--- config.mk ---
export PLATFORM = sky130hd
export DESIGN_NAME = ahb_burst_master
export DESIGN_NICKNAME = d
export VERILOG_FILES = /design/src/rtl/ahb_pkg.sv /design/src/rtl/ahb_wr_fifo.sv /design/src/rtl/ahb_burst_master.sv
export SDC_FILE = /design/constraint.sdc
export NUM_CORES = 1
export LEC_CHECK = 0
export CAP_MARGIN = 0
export CORE_ASPECT_RATIO = 1.75
export CORE_MARGIN = 2
export CORE_UTILIZATION = 55
export DETAILED_ROUTE_END_ITERATION = 12
export GPL_TIMING_DRIVEN = 0
export PLACE_DENSITY = 0.76
export SKIP_CTS_REPAIR_TIMING = 1
export SYNTH_ARGS = -nofsm -noshare
export SYNTH_HDL_FRONTEND = slang
export SYNTH_HIERARCHICAL = 1
export SYNTH_SLANG_ARGS = --single-unit
--- constraint.sdc ---
create_clock -name HCLK -period 8.2 [get_ports HCLK]
set_input_delay 1.64 -clock HCLK [delete_from_list [all_inputs] [get_ports HCLK]]
set_output_delay 1.64 -clock HCLK [all_outputs]
set_load 0.01 [all_outputs]
--- src/rtl/ahb_pkg.sv ---
// ahb_pkg: shared AHB codes, master FSM states and burst helpers.
package ahb_pkg;
  typedef enum logic [1:0] {HTRANS_IDLE = 2'b00, HTRANS_BUSY = 2'b01, HTRANS_NONSEQ = 2'b10, HTRANS_SEQ = 2'b11} htrans_e;
  typedef enum logic [2:0] {HBURST_SINGLE = 3'b000, HBURST_INCR4 = 3'b011, HBURST_INCR8 = 3'b101, HBURST_INCR16 = 3'b111} hburst_e;
  typedef enum logic [1:0] {HRESP_OKAY = 2'b00, HRESP_ERROR = 2'b01, HRESP_RETRY = 2'b10, HRESP_SPLIT = 2'b11} hresp_e;
  localparam logic [3:0] HPROT_DEFAULT = 4'b0011;
  localparam logic [2:0] S_IDLE = 3'd0;
  localparam logic [2:0] S_WAITW = 3'd1;
  localparam logic [2:0] S_ADDR = 3'd2;
  localparam logic [2:0] S_SEQ = 3'd3;
  localparam logic [2:0] S_LAST = 3'd4;
  localparam logic [2:0] S_ERR = 3'd5;
  // Zero marks an unsupported burst encoding.
  function automatic logic [4:0] burst_beats(input logic [2:0] b);
    return b == HBURST_SINGLE ? 5'd1 : b == HBURST_INCR4 ? 5'd4 : b == HBURST_INCR8 ? 5'd8 : b == HBURST_INCR16 ? 5'd16 : 5'd0;
  endfunction
endpackage

--- src/rtl/ahb_wr_fifo.sv ---
// ahb_wr_fifo: write-data buffer with push/pop and a bulk flush of N entries.
module ahb_wr_fifo #(
  parameter int DATA_W = 32,
  parameter int WFIFO_DEPTH = 16
) (
  input  logic                           clk,
  input  logic                           rst_n,
  input  logic                           push,
  input  logic [DATA_W-1:0]              push_data,
  input  logic                           pop,
  input  logic [$clog2(WFIFO_DEPTH):0]   flush_n,
  output logic [DATA_W-1:0]              head,
  output logic [$clog2(WFIFO_DEPTH):0]   count,
  output logic                           full,
  output logic                           empty
);
  localparam int AW = $clog2(WFIFO_DEPTH);
  localparam int CW = AW + 1;
  logic [DATA_W-1:0] mem [WFIFO_DEPTH];
  logic [AW-1:0] wr_ptr, rd_ptr;
  logic push_ok, pop_ok;
  assign full = count == CW'(WFIFO_DEPTH);
  assign empty = count == '0;
  assign push_ok = push && !full;
  assign pop_ok = pop && !empty;
  assign head = mem[rd_ptr];
  always_ff @(posedge clk)
    if (!rst_n) begin
      wr_ptr <= '0;
      rd_ptr <= '0;
      count <= '0;
    end else begin
      if (push_ok) wr_ptr <= wr_ptr + AW'(1);
      rd_ptr <= rd_ptr + AW'(pop_ok) + flush_n[AW-1:0];
      count <= count + CW'(push_ok) - CW'(pop_ok) - flush_n;
    end
  always_ff @(posedge clk)
    if (push_ok) mem[wr_ptr] <= push_data;
endmodule

--- src/rtl/ahb_burst_master.sv ---
// ahb_burst_master: burst AHB master with pipelined address/data phases,
// buffered write data and clean abort on non-OKAY responses.
module ahb_burst_master
  import ahb_pkg::*;
#(
  parameter int ADDR_W = 32,
  parameter int DATA_W = 32,
  parameter int WFIFO_DEPTH = 16
) (
  input  logic              HCLK,
  input  logic              HRESETn,
  input  logic              cmd_valid,
  output logic              cmd_ready,
  input  logic              cmd_write,
  input  logic [ADDR_W-1:0] cmd_addr,
  input  logic [2:0]        cmd_burst,
  input  logic [2:0]        cmd_size,
  input  logic              wr_valid,
  output logic              wr_ready,
  input  logic [DATA_W-1:0] wr_data,
  output logic              rd_valid,
  output logic [DATA_W-1:0] rd_data,
  output logic              done,
  output logic              err,
  output logic [ADDR_W-1:0] HADDR,
  output logic [DATA_W-1:0] HWDATA,
  output logic              HWRITE,
  output logic [2:0]        HSIZE,
  output logic [2:0]        HBURST,
  output logic [3:0]        HPROT,
  output logic [1:0]        HTRANS,
  input  logic              HREADY,
  input  logic [1:0]        HRESP,
  input  logic [DATA_W-1:0] HRDATA
);
  localparam int CW = $clog2(WFIFO_DEPTH) + 1;
  localparam int MAX_SIZE = $clog2(DATA_W / 8);
  logic [2:0] state;
  logic [4:0] beats, cnt, cmd_beats;
  logic [11:0] cmd_end;
  logic [CW-1:0] fifo_count, avail, flush_n;
  logic [DATA_W-1:0] fifo_head;
  logic fifo_full, fifo_empty, fifo_pop, wr_push;
  logic reject, accept, dphase, resp_ok, beat_done, abort;
  ahb_wr_fifo #(.DATA_W(DATA_W), .WFIFO_DEPTH(WFIFO_DEPTH)) u_fifo (
    .clk(HCLK), .rst_n(HRESETn), .push(wr_valid), .push_data(wr_data), .pop(fifo_pop),
    .flush_n(flush_n), .head(fifo_head), .count(fifo_count), .full(fifo_full), .empty(fifo_empty)
  );
  // A burst is rejected if its last byte would land past the current 1 KB page.
  assign cmd_beats = burst_beats(cmd_burst);
  assign cmd_end = {2'b00, cmd_addr[9:0]} + (12'(cmd_beats) << cmd_size);
  assign reject = cmd_beats == 5'd0 || cmd_size > 3'(MAX_SIZE) || cmd_end > 12'd1024;
  assign accept = cmd_valid && cmd_ready;
  assign wr_ready = !fifo_full;
  assign wr_push = wr_valid && wr_ready;
  assign avail = fifo_count + CW'(wr_push);
  assign dphase = state == S_SEQ || state == S_LAST;
  assign resp_ok = HRESP == HRESP_OKAY;
  assign beat_done = dphase && HREADY && resp_ok;
  assign abort = dphase && !resp_ok;
  assign fifo_pop = beat_done && HWRITE && !fifo_empty;
  assign flush_n = (abort && HWRITE) ? CW'(beats - cnt) : '0;
  // An error response cancels the pending address phase in the same cycle.
  assign HTRANS = state == S_ADDR ? HTRANS_NONSEQ : (state == S_SEQ && resp_ok) ? HTRANS_SEQ : HTRANS_IDLE;
  assign HWDATA = (dphase && HWRITE) ? fifo_head : '0;
  assign HPROT = HPROT_DEFAULT;
  assign cmd_ready = state == S_IDLE && !done;
  always_ff @(posedge HCLK)
    if (!HRESETn) begin
      state <= S_IDLE;
      HADDR <= '0;
      HWRITE <= 1'b0;
      HSIZE <= '0;
      HBURST <= '0;
      beats <= '0;
      cnt <= '0;
      done <= 1'b0;
      err <= 1'b0;
      rd_valid <= 1'b0;
      rd_data <= '0;
    end else begin
      done <= 1'b0;
      err <= 1'b0;
      rd_valid <= beat_done && !HWRITE;
      if (beat_done && !HWRITE) rd_data <= HRDATA;
      if (abort) begin
        state <= HREADY ? S_IDLE : S_ERR;
        done <= 1'b1;
        err <= 1'b1;
      end else
        case (state)
          S_IDLE:
            if (accept && reject) begin
              done <= 1'b1;
              err <= 1'b1;
            end else if (accept) begin
              HADDR <= cmd_addr;
              HWRITE <= cmd_write;
              HSIZE <= cmd_size;
              HBURST <= cmd_burst;
              beats <= cmd_beats;
              cnt <= '0;
              state <= (!cmd_write || avail >= CW'(cmd_beats)) ? S_ADDR : S_WAITW;
            end
          S_WAITW: if (avail >= CW'(beats)) state <= S_ADDR;
          S_ADDR:
            if (HREADY) begin
              HADDR <= HADDR + (ADDR_W'(1) << HSIZE);
              state <= beats == 5'd1 ? S_LAST : S_SEQ;
            end
          S_SEQ:
            if (HREADY) begin
              HADDR <= HADDR + (ADDR_W'(1) << HSIZE);
              cnt <= cnt + 5'd1;
              state <= (cnt + 5'd2 == beats) ? S_LAST : S_SEQ;
            end
          S_LAST:
            if (HREADY) begin
              cnt <= cnt + 5'd1;
              done <= 1'b1;
              state <= S_IDLE;
            end
          default: state <= S_IDLE;
        endcase
    end
endmodule

======== Word-level counts from Yosys, hierarchy flattened ========
Memory sizes are Yosys's and may differ from the RTL's. A register that Yosys moved wholly into a read port is not among the register bits.
Index checks and enable logic that the tools add are counted.
storage, ports and cells
  bits of input ports ..................... 110
  word-level logic and storage cells ...... 128
  bits in registers ....................... 100
  bits in latches ......................... 0
  output and inout bits ................... 114
  memory bits (writable) .................. 512
  memories kept ........................... 1
  bits in read-only memories .............. 0
cells by class
  bitwise gates (word level) .............. 2
  div/mod/pow operators ................... 0
  equality and inequality tests ........... 20
  $lt $le $gt $ge ......................... 4
  reduce and logical (&&, ||, !) cells .... 37
  multiplexer cells ....................... 37
  shift operators ......................... 2
  multiply operators ...................... 0
  $add $sub $neg .......................... 11
memories
  memory      words  width  read ports  clocked after Yosys merged registers in  write ports  line               source
  u_fifo.mem  16     32     1           1                                        1            ahb_wr_fifo.sv:19  logic [DATA_W-1:0] mem [WFIFO_DEPTH];
operators with widths
  kind                                                                                count
  32-bit two-way mux                                                                  4
  32-bit one-hot mux with 2 select lines                                              1
  5-bit two-way mux                                                                   8
  32-bit adder                                                                        1
  1-bit by 3-bit << shifter with 32-bit output (first input constant)                 1
  3-bit two-way mux                                                                   10
  3-bit inequality test (second input constant)                                       6
  3-bit one-hot mux with 5 select lines                                               1
  1-bit logical AND                                                                   14
  10-bit by 12-bit adder with 12-bit output                                           1
  12-bit by 11-bit greater-than comparator with 1-bit output (second input constant)  1
  5-bit by 3-bit << shifter with 12-bit output                                        1
  5-bit greater-or-equal comparator                                                   2
  5-bit logical NOT                                                                   2
  5-bit one-hot mux with 2 select lines                                               1
  5-bit AND reduction                                                                 2
  5-bit subtractor                                                                    2
  3-bit by 2-bit equality test with 1-bit output (second input constant)              3
  3-bit equality test (second input constant)                                         3
  1-bit two-way mux                                                                   7
  1-bit logical NOT                                                                   6
  3-bit logical NOT                                                                   2
  2-bit two-way mux                                                                   3
  6-bit AND reduction                                                                 1
  other kinds (22)                                                                    30

======== Depth between registers and ports, before layout ========
  word-level depth ........................ 13
  depth in mapped cells ................... 18

======== Modules after synthesis ========
The synthesis kept the hierarchy.
by module, submodules not included
  module            cells each  instances  area an instance (µm²)  seq. area each (µm²)
  ahb_wr_fifo       894         1          20023.0                 15635.0
  ahb_burst_master  809         1          5984.5                  1721.7

======== Worst setup path before layout ========
No wires, ideal clock.
  path type ............................... input -> register
  start point ............................. in cmd_burst[2]
  end point ............................... reg HADDR[28]
  library setup time ...................... 117 ps
  setup slack ............................. 3040 ps
  arrival ................................. 5042 ps
  buffers on the path ..................... 3
  stages .................................. 14
  required time ........................... 8083 ps
  cell sequence ........................... buf_2 > or4b_2 > o32ai_1 > ha_1 > inv_1 > a2111oi_0 > nand3_1 > or4_4 > nor4_4 > or2_1 > buf_6 > buf_8 > o21ai_0 > a32o_1
between the ends
  word-level cells in the longest chain between the ends .. 12
ends and longest elaborated chain
  item                                                        line                     source
  start: declaration                                          ahb_burst_master.sv:16   input logic [2:0] cmd_burst,
  3-bit equality test                                         ahb_pkg.sv:15            return b == HBURST_SINGLE ? 5'd1 : b == HBURST_INCR4 ? 5'd4 : b == HBURST_INCR8 ? 5'd8 : b == HBURST_INCR16 ? ...
  5-bit two-way mux (3 in a row)                              ahb_pkg.sv:15
  5-bit two-way mux *                                         ahb_pkg.sv:15
  5-bit by 3-bit << shifter with 12-bit output                ahb_burst_master.sv:51   assign cmd_end = {2'b00, cmd_addr[9:0]} + (12'(cmd_beats) << cmd_size);
  10-bit by 12-bit adder with 12-bit output                   ahb_burst_master.sv:51
  12-bit by 11-bit greater-than comparator with 1-bit output  ahb_burst_master.sv:52   assign reject = cmd_beats == 5'd0 || cmd_size > 3'(MAX_SIZE) || cmd_end > 12'd1024;
  1-bit logical OR *                                          ahb_burst_master.sv:52
  1-bit logical AND *                                         ahb_burst_master.sv:93   if (accept && reject) begin
  2-bit inequality test (no source line) *                    --
  5-bit AND reduction (no source line) *                      --
  end signal: assignment                                      ahb_burst_master.sv:97   HADDR <= cmd_addr;
  end signal: assignment                                      ahb_burst_master.sv:108  HADDR <= HADDR + (ADDR_W'(1) << HSIZE);
  end signal: assignment                                      ahb_burst_master.sv:113  HADDR <= HADDR + (ADDR_W'(1) << HSIZE);
  end: declaration                                            ahb_burst_master.sv:25   output logic [ADDR_W-1:0] HADDR,
Mark *: on every way between the ends. The rest lies on a longest branch, timed or not.
A chain may end at the register's enable or synchronous reset.

======== Worst setup path after layout ========
  start point ............................. in cmd_burst[1]
  end point ............................... reg HADDR[11]
Same word-level chain as after synthesis.

==> results by group <==
Route
  • ANT nets after route: 0
  • 1st-iter DRT viols: 1528
  • Drt via density: 6.34
  • Met3 WL: 5.18 mm
  • Wirelength per Cell: 26.4 um
  • Via count: 16700
  • WL met1: 23.4 mm
  • Drt total wl: 69.4 mm
  • Metal2 WL: 37.2 mm
  • Uppermost routed layer: met5
  • Pre-antenna DRT Iters: 6
  • Remaining DRCs: 0

Layout
  • N_diodes: 0
  • Area grow syn2layout: 19.9%
  • Fillers: 3164
  • Most frequent cells in the layout: edfxtp_1, clkdlybuf4s50_1, nand2_1, mux4_2, dfxtp_1
  • Final core occ: 66.7%
  • Share of layout cells above drive strength 1: 14.8%
  • Sequential Area: 0.0174 mm2
  • Net count reported at finish: 2165
  • Area of the multi-input gates: 0.00814 mm2
  • Commonest non-fill, non-tap cell in the layout: edfxtp_1

Timing
  • Least-Margin Pin Slew: 1.02 ns
  • Crit share post-route: 72.4%
  • Relative slew slack: 31.8%
  • Clk_skew: 0.0152 ns
  • Final Hold Viols: 0
  • RSZ-0062 raised after global routing: false
  • F_max: 168 MHz
  • Fin crit period: 5.94 ns
  • Setup_tns: 0 ns
  • Final setup violating endpoints: 0
  • Fin. max-slew vios: 0

Floorplanning
  • Chip width: 168 um
  • Number of I/O pins: 224
  • Cell row count: 105
  • Total Die Area: 0.0491 mm2
  • Starting Density: 55.6%
  • CORE AREA: 0.0468 mm2
  • Die Ht: 292 um

GRT
  • Tot GR Track Use: 28.0%
  • GRT overflow: 0
  • Number of global-route vias before repair: 17000
  • Antenna violations before repair: 1
  • First-pass GRT wire length: 102 mm
  • Largest net degree at the start of global routing: 23

CTS
  • Root Driver: clkbuf_16
  • Worst skew pair latency: 0.59 ns
  • # clock sinks: 611
  • Clock-pin slew on the worst setup and hold paths: 0.07 ns
  • # H-tree levels: 2
  • CTS tree: built
  • CTS max path bufs: 3
  • CTS Buf Count: 51

Yosys
  • Yosys warning count: 6
  • Asr flop ratio synth: 0%
  • Post-synthesis sequential area ratio: 66.7%
  • Cell variety after synth: 76
  • Synth Register Bits: 611
  • Synthesized cell area: 0.0260 mm2
  • Cell count after synthesis: 1703
  • Post-synth EDFFs: 512
  • Mapped Avg Cell Area: 15.3 um2
  • Main flop type after synthesis: edfxtp_1

Worst hold path
  • Worst hold stages: 2
  • Type of the most critical hold path: flip-flop to flip-flop
  • Hold path start: rd_data[7]
  • Worst Hold Endpoint: rd_data[7]

Pwr
  • Leak: 10.2 nW
  • VDD IR max: 0.000247 V
  • Pwr dens: 225 mW/mm2

Critical path
  • Worst r2r src: state[1]
  • WP buf/inv: 4
  • RR Endpoint: u_fifo/count[3]
  • Slowest cell on the critical path: or4b_2
  • Data required, critical path: 8.66 ns
  • CP startpoint kind: input pin
  • Flop-to-flop setup slack: 4.21 ns
  • CP dominant cell by count: clkbuf_1
  • Crit path capture type: flip-flop
  • Slowest stage delay, CP: 0.72 ns
  • Top delay family on crit path: simple AND/OR/NAND/NOR gates
  • CP Cell Sequence: clkdlybuf4s50_1 -> clkbuf_1 -> or4b_2 -> o32ai_1 -> ha_1 -> inv_1 -> nor4_1 -> o21a_1 -> o2111ai_1 -> nor4_4 -> nor2_1 -> clkbuf_1 -> a211oi_1 -> nor3_1
  • CP startpoint: cmd_burst[1]
  • Crit path max fanout: 10
  • Worst Setup Path Type: input pin to flip-flop
  • Critical Path AT: 6.39 ns
  • Path depth of the worst reg2reg path: 14

Job
  • Max cap viols: 0

Placed design
  • Placer Congestion: 0.906
  • DP HPWL: 47.3 mm
  • Port buffer count: 218

Outcome
  • Outcome: completed
final cells by class:
class / count / area share (%)
Clock buffer: 62 / 4.22
Tap cell: 588 / 2.36
Clock inverter: 32 / 1.39
Timing Repair Buffer: 243 / 8.26
Buffer: 100 / 1.50
Sequential cell: 611 / 55.7
Multi-Input combinational cell: 952 / 26.1
Inverter: 42 / 0.505
cell families (layout without fill, tap and decap cells):
| logic type | count (synthesis) | after routing | synth area share, % |
|---|---|---|---|
| flip-flops | 611 | 611 | 66.7 |
| AND/OR/NAND/NOR | 429 | 429 | 7.83 |
| AO/OA/AOI/OAI | 300 | 300 | 7.81 |
| buffers and inverters | 142 | 479 | 2.41 |
| multiplexers | 137 | 137 | 11.4 |
| adder cells (fa/ha/maj) | 54 | 54 | 2.80 |
| XOR/XNOR | 28 | 28 | 0.943 |
| other | 2 | 4 | 0.0289 |
layer usage:
layer | vias up | track usage [%]
li1 | 7247 | -
met1 | 8314 | 31.3
met2 | 901 | 51.8
met3 | 198 | 4.19
met4 | 2 | 13.7
met5 | - | 0
tightest hold or removal path: cells and delay by family, from the launching register on:
| kind | cells | cell delay, ns |
|---|---|---|
| flops | 1 | 0.31 |
| compound gates | 1 | 0.05 |
| simple gates | 1 | 0.05 |
state kept, by name, summed over array words and instances (netlist names), 3 cells and up:
name / flops
state: 3
u_fifo/wr_ptr: 4
HSIZE: 3
beats: 4
u_fifo/rd_ptr: 4
u_fifo/mem: 512
HADDR: 32
u_fifo/count: 5
cnt: 5
HBURST: 3
rd_data: 32
how the worst max path moves through the flow:
stage | end | cells past startpoint
floorplan | HADDR[28] | 14
global placement | u_fifo/mem[0][4] | 5
detailed placement | HADDR[5] | 14
CTS | HADDR[18] | 14
global route | HADDR[5] | 17
finish | HADDR[11] | 14
cell usage after synthesis, types with 8 or more instances:
cell type	number	area, um2
edfxtp_1	512	15400
nand2_1	161	604
mux4_2	128	2880
nor2_1	103	387
dfxtp_1	99	1980
a21oi_1	82	410
a22oi_1	68	510
clkbuf_1	64	240
o21ai_0	48	240
ha_1	47	588
and3_1	44	275
inv_1	41	154
nor3_1	27	135
nand3_1	18	90.1
xnor2_1	17	149
buf_2	15	75.1
a31oi_1	14	87.6
nand2b_1	12	75.1
buf_4	11	82.6
xor2_1	11	96.3
nor2b_1	10	62.6
a211oi_1	9	67.6
and2_1	9	56.3
or3_1	9	56.3
a21o_1	8	60.1
o21a_1	8	60.1
metrics by stage:
stage	instance area (um2)	cells	total power (W)	hold WS [ns]	worst slack (ns)
after global placement	28900	2511	0.00449	0.442	0.591
final	31200	2630	0.00703	0.455	2.26
after detailed placement	29400	2536	0.00454	0.447	1.73
after global routing	31200	2630	0.00725	0.470	1.89
after floorplan	26000	1705	0.00411	0.470	3.04
after CTS	31200	2630	0.00706	0.456	2.35
where the power goes:
group,internal (W),switching (W),leakage [nW],total (W)
Combinational,0.000381,0.000530,3.95,0.000911
Sequential,0.00348,0.0000930,5.43,0.00357
Clock,0.00144,0.00110,0.829,0.00254
Total,0.00530,0.00173,10.2,0.00703
Power figures use the tool's default switching activity.
==> RTL edit 1, RTL diff (same flow settings) <==
Register the output `err` once more, cleared by the reset; this adds one clock of latency there. The other outputs are not delayed to match.
--- a/src/rtl/ahb_burst_master.sv
+++ b/src/rtl/ahb_burst_master.sv
@@ -36,4 +36,6 @@
   localparam int CW = $clog2(WFIFO_DEPTH) + 1;
   localparam int MAX_SIZE = $clog2(DATA_W / 8);
+
+  logic err_s0;
   logic [2:0] state;
   logic [4:0] beats, cnt, cmd_beats;
@@ -76,10 +78,10 @@
       cnt <= '0;
       done <= 1'b0;
-      err <= 1'b0;
+      err_s0 <= 1'b0;
       rd_valid <= 1'b0;
       rd_data <= '0;
     end else begin
       done <= 1'b0;
-      err <= 1'b0;
+      err_s0 <= 1'b0;
       rd_valid <= beat_done && !HWRITE;
       if (beat_done && !HWRITE) rd_data <= HRDATA;
@@ -87,5 +89,5 @@
         state <= HREADY ? S_IDLE : S_ERR;
         done <= 1'b1;
-        err <= 1'b1;
+        err_s0 <= 1'b1;
       end else
         case (state)
@@ -93,5 +95,5 @@
             if (accept && reject) begin
               done <= 1'b1;
-              err <= 1'b1;
+              err_s0 <= 1'b1;
             end else if (accept) begin
               HADDR <= cmd_addr;
@@ -124,4 +126,12 @@
         endcase
     end
+  always_ff @(posedge HCLK) begin
+      if (!HRESETn) begin
+          err <= '0;
+      end else begin
+          err <= err_s0;
+      end
+  end
+
 endmodule
 
Behaviour: not the same (a bounded check fails within 4 cycles, from zero or initial values and one cycle with HRESETn low).
==> RTL edit 1 against the original RTL <==
Worst setup slack worse by 0.25 ns; sequential power is 2% higher; die area is 0.63% higher; sequential cell count is 1 higher; routed wire length is 0.95% higher; area after synthesis is 0.65% higher; total power is 5.5% higher; final area is 0.92% higher; hold slack worse by 0.028 ns; synthesized cell count is 1.0% higher; register-to-register slack worse by 0.47 ns; fmax is 4.0% lower; highest routed layer is now met4.
==> RTL edit 1: results (changes against the original RTL) <==
first-pass GRT wire length -> 105 mm (+2.6%)
metal2 WL -> 37.3 mm (+0.30%)
post-synthesis sequential area ratio -> 66.4% (-0.35 points)
Register-to-Register Path Depth -> 11 (-3)
largest net degree at the start of global routing -> 26 (+13%)
overall routing resource usage -> 28.6% (+0.57 points)
Top Metal Used -> met4
met1 usage -> 31.5% (+0.13 points)
nets -> 2187 (+1.0%)
Final Wtd Congestion -> 0.978 (+7.9%)
status -> completed
DP Wirelength -> 48.0 mm (+1.4%)
Worst Setup EP -> HADDR[3]$_SDFFE_PN0P_
M1 WL -> 23.4 mm (-0.11%)
worst r2r dst -> HADDR[30]$_SDFFE_PN0P_
initial antenna violation count -> 3 (+2)
worst path arrival time -> 6.69 ns (+0.30 ns)
min-delay src -> err_s0$_SDFF_PN0_
Worst Hold Slack -> 0.426 ns (-0.0285 ns)
routed vias -> 16800 (+0.79%)
met3 usage -> 4.54% (+0.35 points)
crit-path leading delay family -> compound AO/OA/AOI/OAI gates
Vias/cell -> 6.33 (-0.16%)
Synth area leaders -> edfxtp_1 (59%), mux4_2 (11%), dfxtp_1 (7.6%)
clk_skew -> 0.0187 ns (+0.00345 ns)
routing usage on met2 -> 52.4% (+0.66 points)
total CTS buffers -> 53 (+3.9%)
ratio of cells with drive above 1 in the final layout -> 14.3% (-0.59 points)
met3 wire len -> 5.48 mm (+5.8%)
Slew headroom -> 10.5% (-21 points)
slowest CP cell -> clkdlybuf4s50_1
Total Wirelength -> 70.1 mm (+0.95%)
hold endpoint -> err$_SDFF_PN0_
commonest cells in the synthesized netlist -> edfxtp_1 (512), nand2_1 (208), mux4_2 (128)
starting DRC count in detailed routing -> 1682 (+10%)
LEAKAGE -> 10.3 nW (+1.3%)
Inst Count DP -> 2556 (+0.79%)
clock latency on the worst-skew pair -> 0.61 ns (+0.02 ns)
CP peak stage delay -> 0.59 ns (-0.13 ns)
## RTL edit 1: cell families (layout without fill, tap and decap cells)
group | Yosys count | count (layout) | share of synthesized area [%]
DFF | 612 | 612 | 66.4
and+or+nand+nor | 443 | 443 | 8.06
AOI/OAI and AO/OA | 303 | 303 | 8.12
buffers and inverters | 141 | 482 | 2.33
muxes | 136 | 136 | 11.3
adders and majority gates | 54 | 54 | 2.78
xor gates and xnor gates | 29 | 29 | 0.970
other | 2 | 8 | 0.0287
## RTL edit 1: area by class of cell
| cell class | instances | area (sq um) |
|---|---|---|
| Sequential cell | 612 | 17400 |
| Fill cell | 3170 | 15400 |
| Multi-Input combinational cell | 969 | 8310 |
| Timing Repair Buffer | 246 | 2620 |
| Clock buffer | 60 | 1350 |
| Tap cell | 588 | 736 |
| Clock inverter | 35 | 465 |
| Buffer | 102 | 464 |
| Inverter | 39 | 146 |
| Antenna cell | 4 | 10.0 |
## RTL edit 1: power by group
| group | leakage, nW | internal (mW) | total [mW] | switching [mW] |
|---|---|---|---|---|
| Combinational | 4.03 | 0.467 | 1.16 | 0.690 |
| Sequential | 5.43 | 3.52 | 3.63 | 0.113 |
| Clock | 0.873 | 1.51 | 2.63 | 1.12 |
| Total | 10.3 | 5.49 | 7.41 | 1.92 |
## RTL edit 1: stage by stage
stage	instance area [sq um]	setup slack, ns	util, %
2_1_floorplan	26200	3.20	-
3_3_place_gp	29100	0.177	62.0
3_5_place_dp	29600	1.58	63.2
4_1_cts	31500	2.18	67.1
5_1_grt	31500	1.78	67.1
6_report	31500	2.02	67.1
==> RTL edit 2, RTL diff (config.mk and constraints unchanged) <==
Made on the original files. Set the parameter `ADDR_W` to 24 (it was 32).
--- a/src/rtl/ahb_burst_master.sv
+++ b/src/rtl/ahb_burst_master.sv
@@ -4,5 +4,5 @@
   import ahb_pkg::*;
 #(
-  parameter int ADDR_W = 32,
+  parameter int ADDR_W = 24,
   parameter int DATA_W = 32,
   parameter int WFIFO_DEPTH = 16
Ports: changed (resized HADDR and cmd_addr); port bits go from 224 to 208. No check against the original RTL was run, so the function may have changed too.
==> RTL edit 2 against the original RTL <==
Total power fell by 4.6%; fmax rose by 0.80%; area after synthesis fell by 1.9%; final area fell by 2.5%; sequential cell count fell by 8; worst setup slack improved by 0.047 ns; largest cell class unchanged; hold slack improved by 0.00079 ns; die area fell by 1.9%; routed wire length fell by 0.32%.
==> RTL edit 2: results (changes against the original RTL) <==
status -> completed
overall routing resource usage -> 28.5% (+0.50 points)
CTS max path bufs -> 3 (unchanged)
Ys Warns -> 6 (unchanged)
Post-synth EDFFs -> 512 (unchanged)
area post-placement -> 28800 sq um (-2.2%)
grt ovf -> 0 (unchanged)
worst reg2reg setup slack -> 3.53 ns (-0.68 ns)
post-DR wirelength/cell -> 27.3 microns (+3.4%)
nets -> 2067 (-4.5%)
routed vias -> 16200 (-2.8%)
first-pass GRT wire length -> 102 mm (-0.26%)
async set-or-reset flop fraction in the synthesized netlist -> 0% (unchanged)
origin of the critical flop-to-flop path -> state[1]$_SDFFE_PN0P_
min cycle time layout -> 5.89 ns (-0.0470 ns)
drt pass-1 iters -> 8 (+2)
commonest cells in the synthesized netlist -> edfxtp_1 (512), nand2_1 (150), mux4_2 (128)
Non-Filler Instances -> 2536 (-3.6%)
Clock transition at path regs -> 0.07 ns (about the same)
Diodes inserted -> 0 (unchanged)
ratio of cells with drive above 1 in the final layout -> 15.3% (+0.47 points)
worst r2r dst -> u_fifo/count[3]$_SDFF_PN0_
CTS H-tree depth -> 2 (unchanged)
Register-to-Register Path Depth -> 16 (+2)
Synth area leaders -> edfxtp_1 (60%), mux4_2 (11%), dfxtp_1 (7.1%)
Worst Setup EP -> HADDR[22]$_SDFFE_PN0P_
CP max FO -> 10 (unchanged)
clock latency on the worst-skew pair -> 0.59 ns (about the same)
DP Wirelength -> 46.0 mm (-2.8%)
Post-Syn Area per Cell -> 15.7 sq um (+2.7%)
port bufs -> 201 (-7.8%)
worst min path class -> reg2reg
largest net degree at the start of global routing -> 23 (unchanged)
starting DRC count in detailed routing -> 1417 (-7.3%)
initial antenna violation count -> 3 (+2)
slowest CP cell -> nor4_1
Inst Count DP -> 2441 (-3.7%)
worst vdd ir -> 0.000208 V (-16%)
CP peak stage delay -> 0.68 ns (-0.04 ns)
Slew headroom -> 16.8% (-15 points)
vias in the first global route -> 16600 (-2.2%)
Final Wtd Congestion -> 0.925 (+2.1%)
Crit. Startpoint -> cmd_size[1]
clk_skew -> 0.0125 ns (-0.00273 ns)
biggest regs -> u_fifo/mem: 512 flops, rd_data: 32 flops, HADDR: 24 flops
clock root cell -> clkbuf_16
Yosys cell types -> 72 (-5.3%)
LEAKAGE -> 9.96 nW (-2.5%)
post-synthesis sequential area ratio -> 67.4% (+0.68 points)
min-delay src -> rd_data[26]$_SDFFE_PN0P_
total CTS buffers -> 51 (unchanged)
pre-CTS setup slack -> 1.79 ns (+0.0608 ns)
worst path arrival time -> 6.37 ns (-0.02 ns)
RTL edit 2: critical path, delay by kind of cell:
kind	cells	cell delay, ns
adders and majority gates	1	0.41
buffers and inverters	5	1.34
and+or+nand+nor	8	2.29
AOI/OAI and AO/OA	3	0.68
RTL edit 2: area by class of cell:
class                           instances  area (sq um)
Sequential cell                       603         17200
Fill cell                            3131         15500
Multi-Input combinational cell        880          7810
Timing Repair Buffer                  229          2430
Clock buffer                           57          1300
Tap cell                              583           729
Buffer                                105           462
Clock inverter                         38           324
Inverter                               41           154
RTL edit 2: cells by family after synthesis:
| family | share of synthesized area, % |
|---|---|
| muxes | 11.6 |
| buffers and inverters | 2.41 |
| other | 0.0294 |
| DFF | 67.4 |
| adders and majority gates | 2.85 |
| xor gates and xnor gates | 0.858 |
| and+or+nand+nor | 7.19 |
| AOI/OAI and AO/OA | 7.62 |
RTL edit 2: through the flow:
step           hold slack [ns]  total power, mW
3_3_place_gp             0.442             4.32
4_1_cts                  0.456             6.72
5_1_grt                  0.473             6.91
3_5_place_dp             0.446             4.37
2_1_floorplan            0.469             3.99
6_report                 0.455             6.70
RTL edit 2: power by group:
| group | internal [mW] | leakage, nW | switching, mW | total, mW |
|---|---|---|---|---|
| clock | 1.28 | 0.799 | 1.11 | 2.39 |
| combinational | 0.344 | 3.80 | 0.472 | 0.816 |
| sequential | 3.43 | 5.36 | 0.0687 | 3.50 |
| total | 5.06 | 9.96 | 1.65 | 6.70 |
RTL edit 2: worst min path at each step:
stage / slack (ns) / cells after the start / to
finish: 0.46 / 2 / rd_data[26]$_SDFFE_PN0P_
global route: 0.47 / 2 / rd_data[30]$_SDFFE_PN0P_
detailed placement: 0.45 / 2 / rd_data[30]$_SDFFE_PN0P_
CTS: 0.46 / 2 / rd_data[30]$_SDFFE_PN0P_
global placement: 0.44 / 2 / rd_data[22]$_SDFFE_PN0P_
floorplan: 0.47 / 2 / cnt[4]$_SDFFE_PN0P_
RTL edit 2: per-layer routing:
layer	vias to the layer above	GRT usage (%)	wire, microns
li1	6968	-	-
met1	8081	31.4	22700
met2	899	53.2	37200
met3	243	4.02	5020
met4	4	15.5	4250
met5	-	0	30
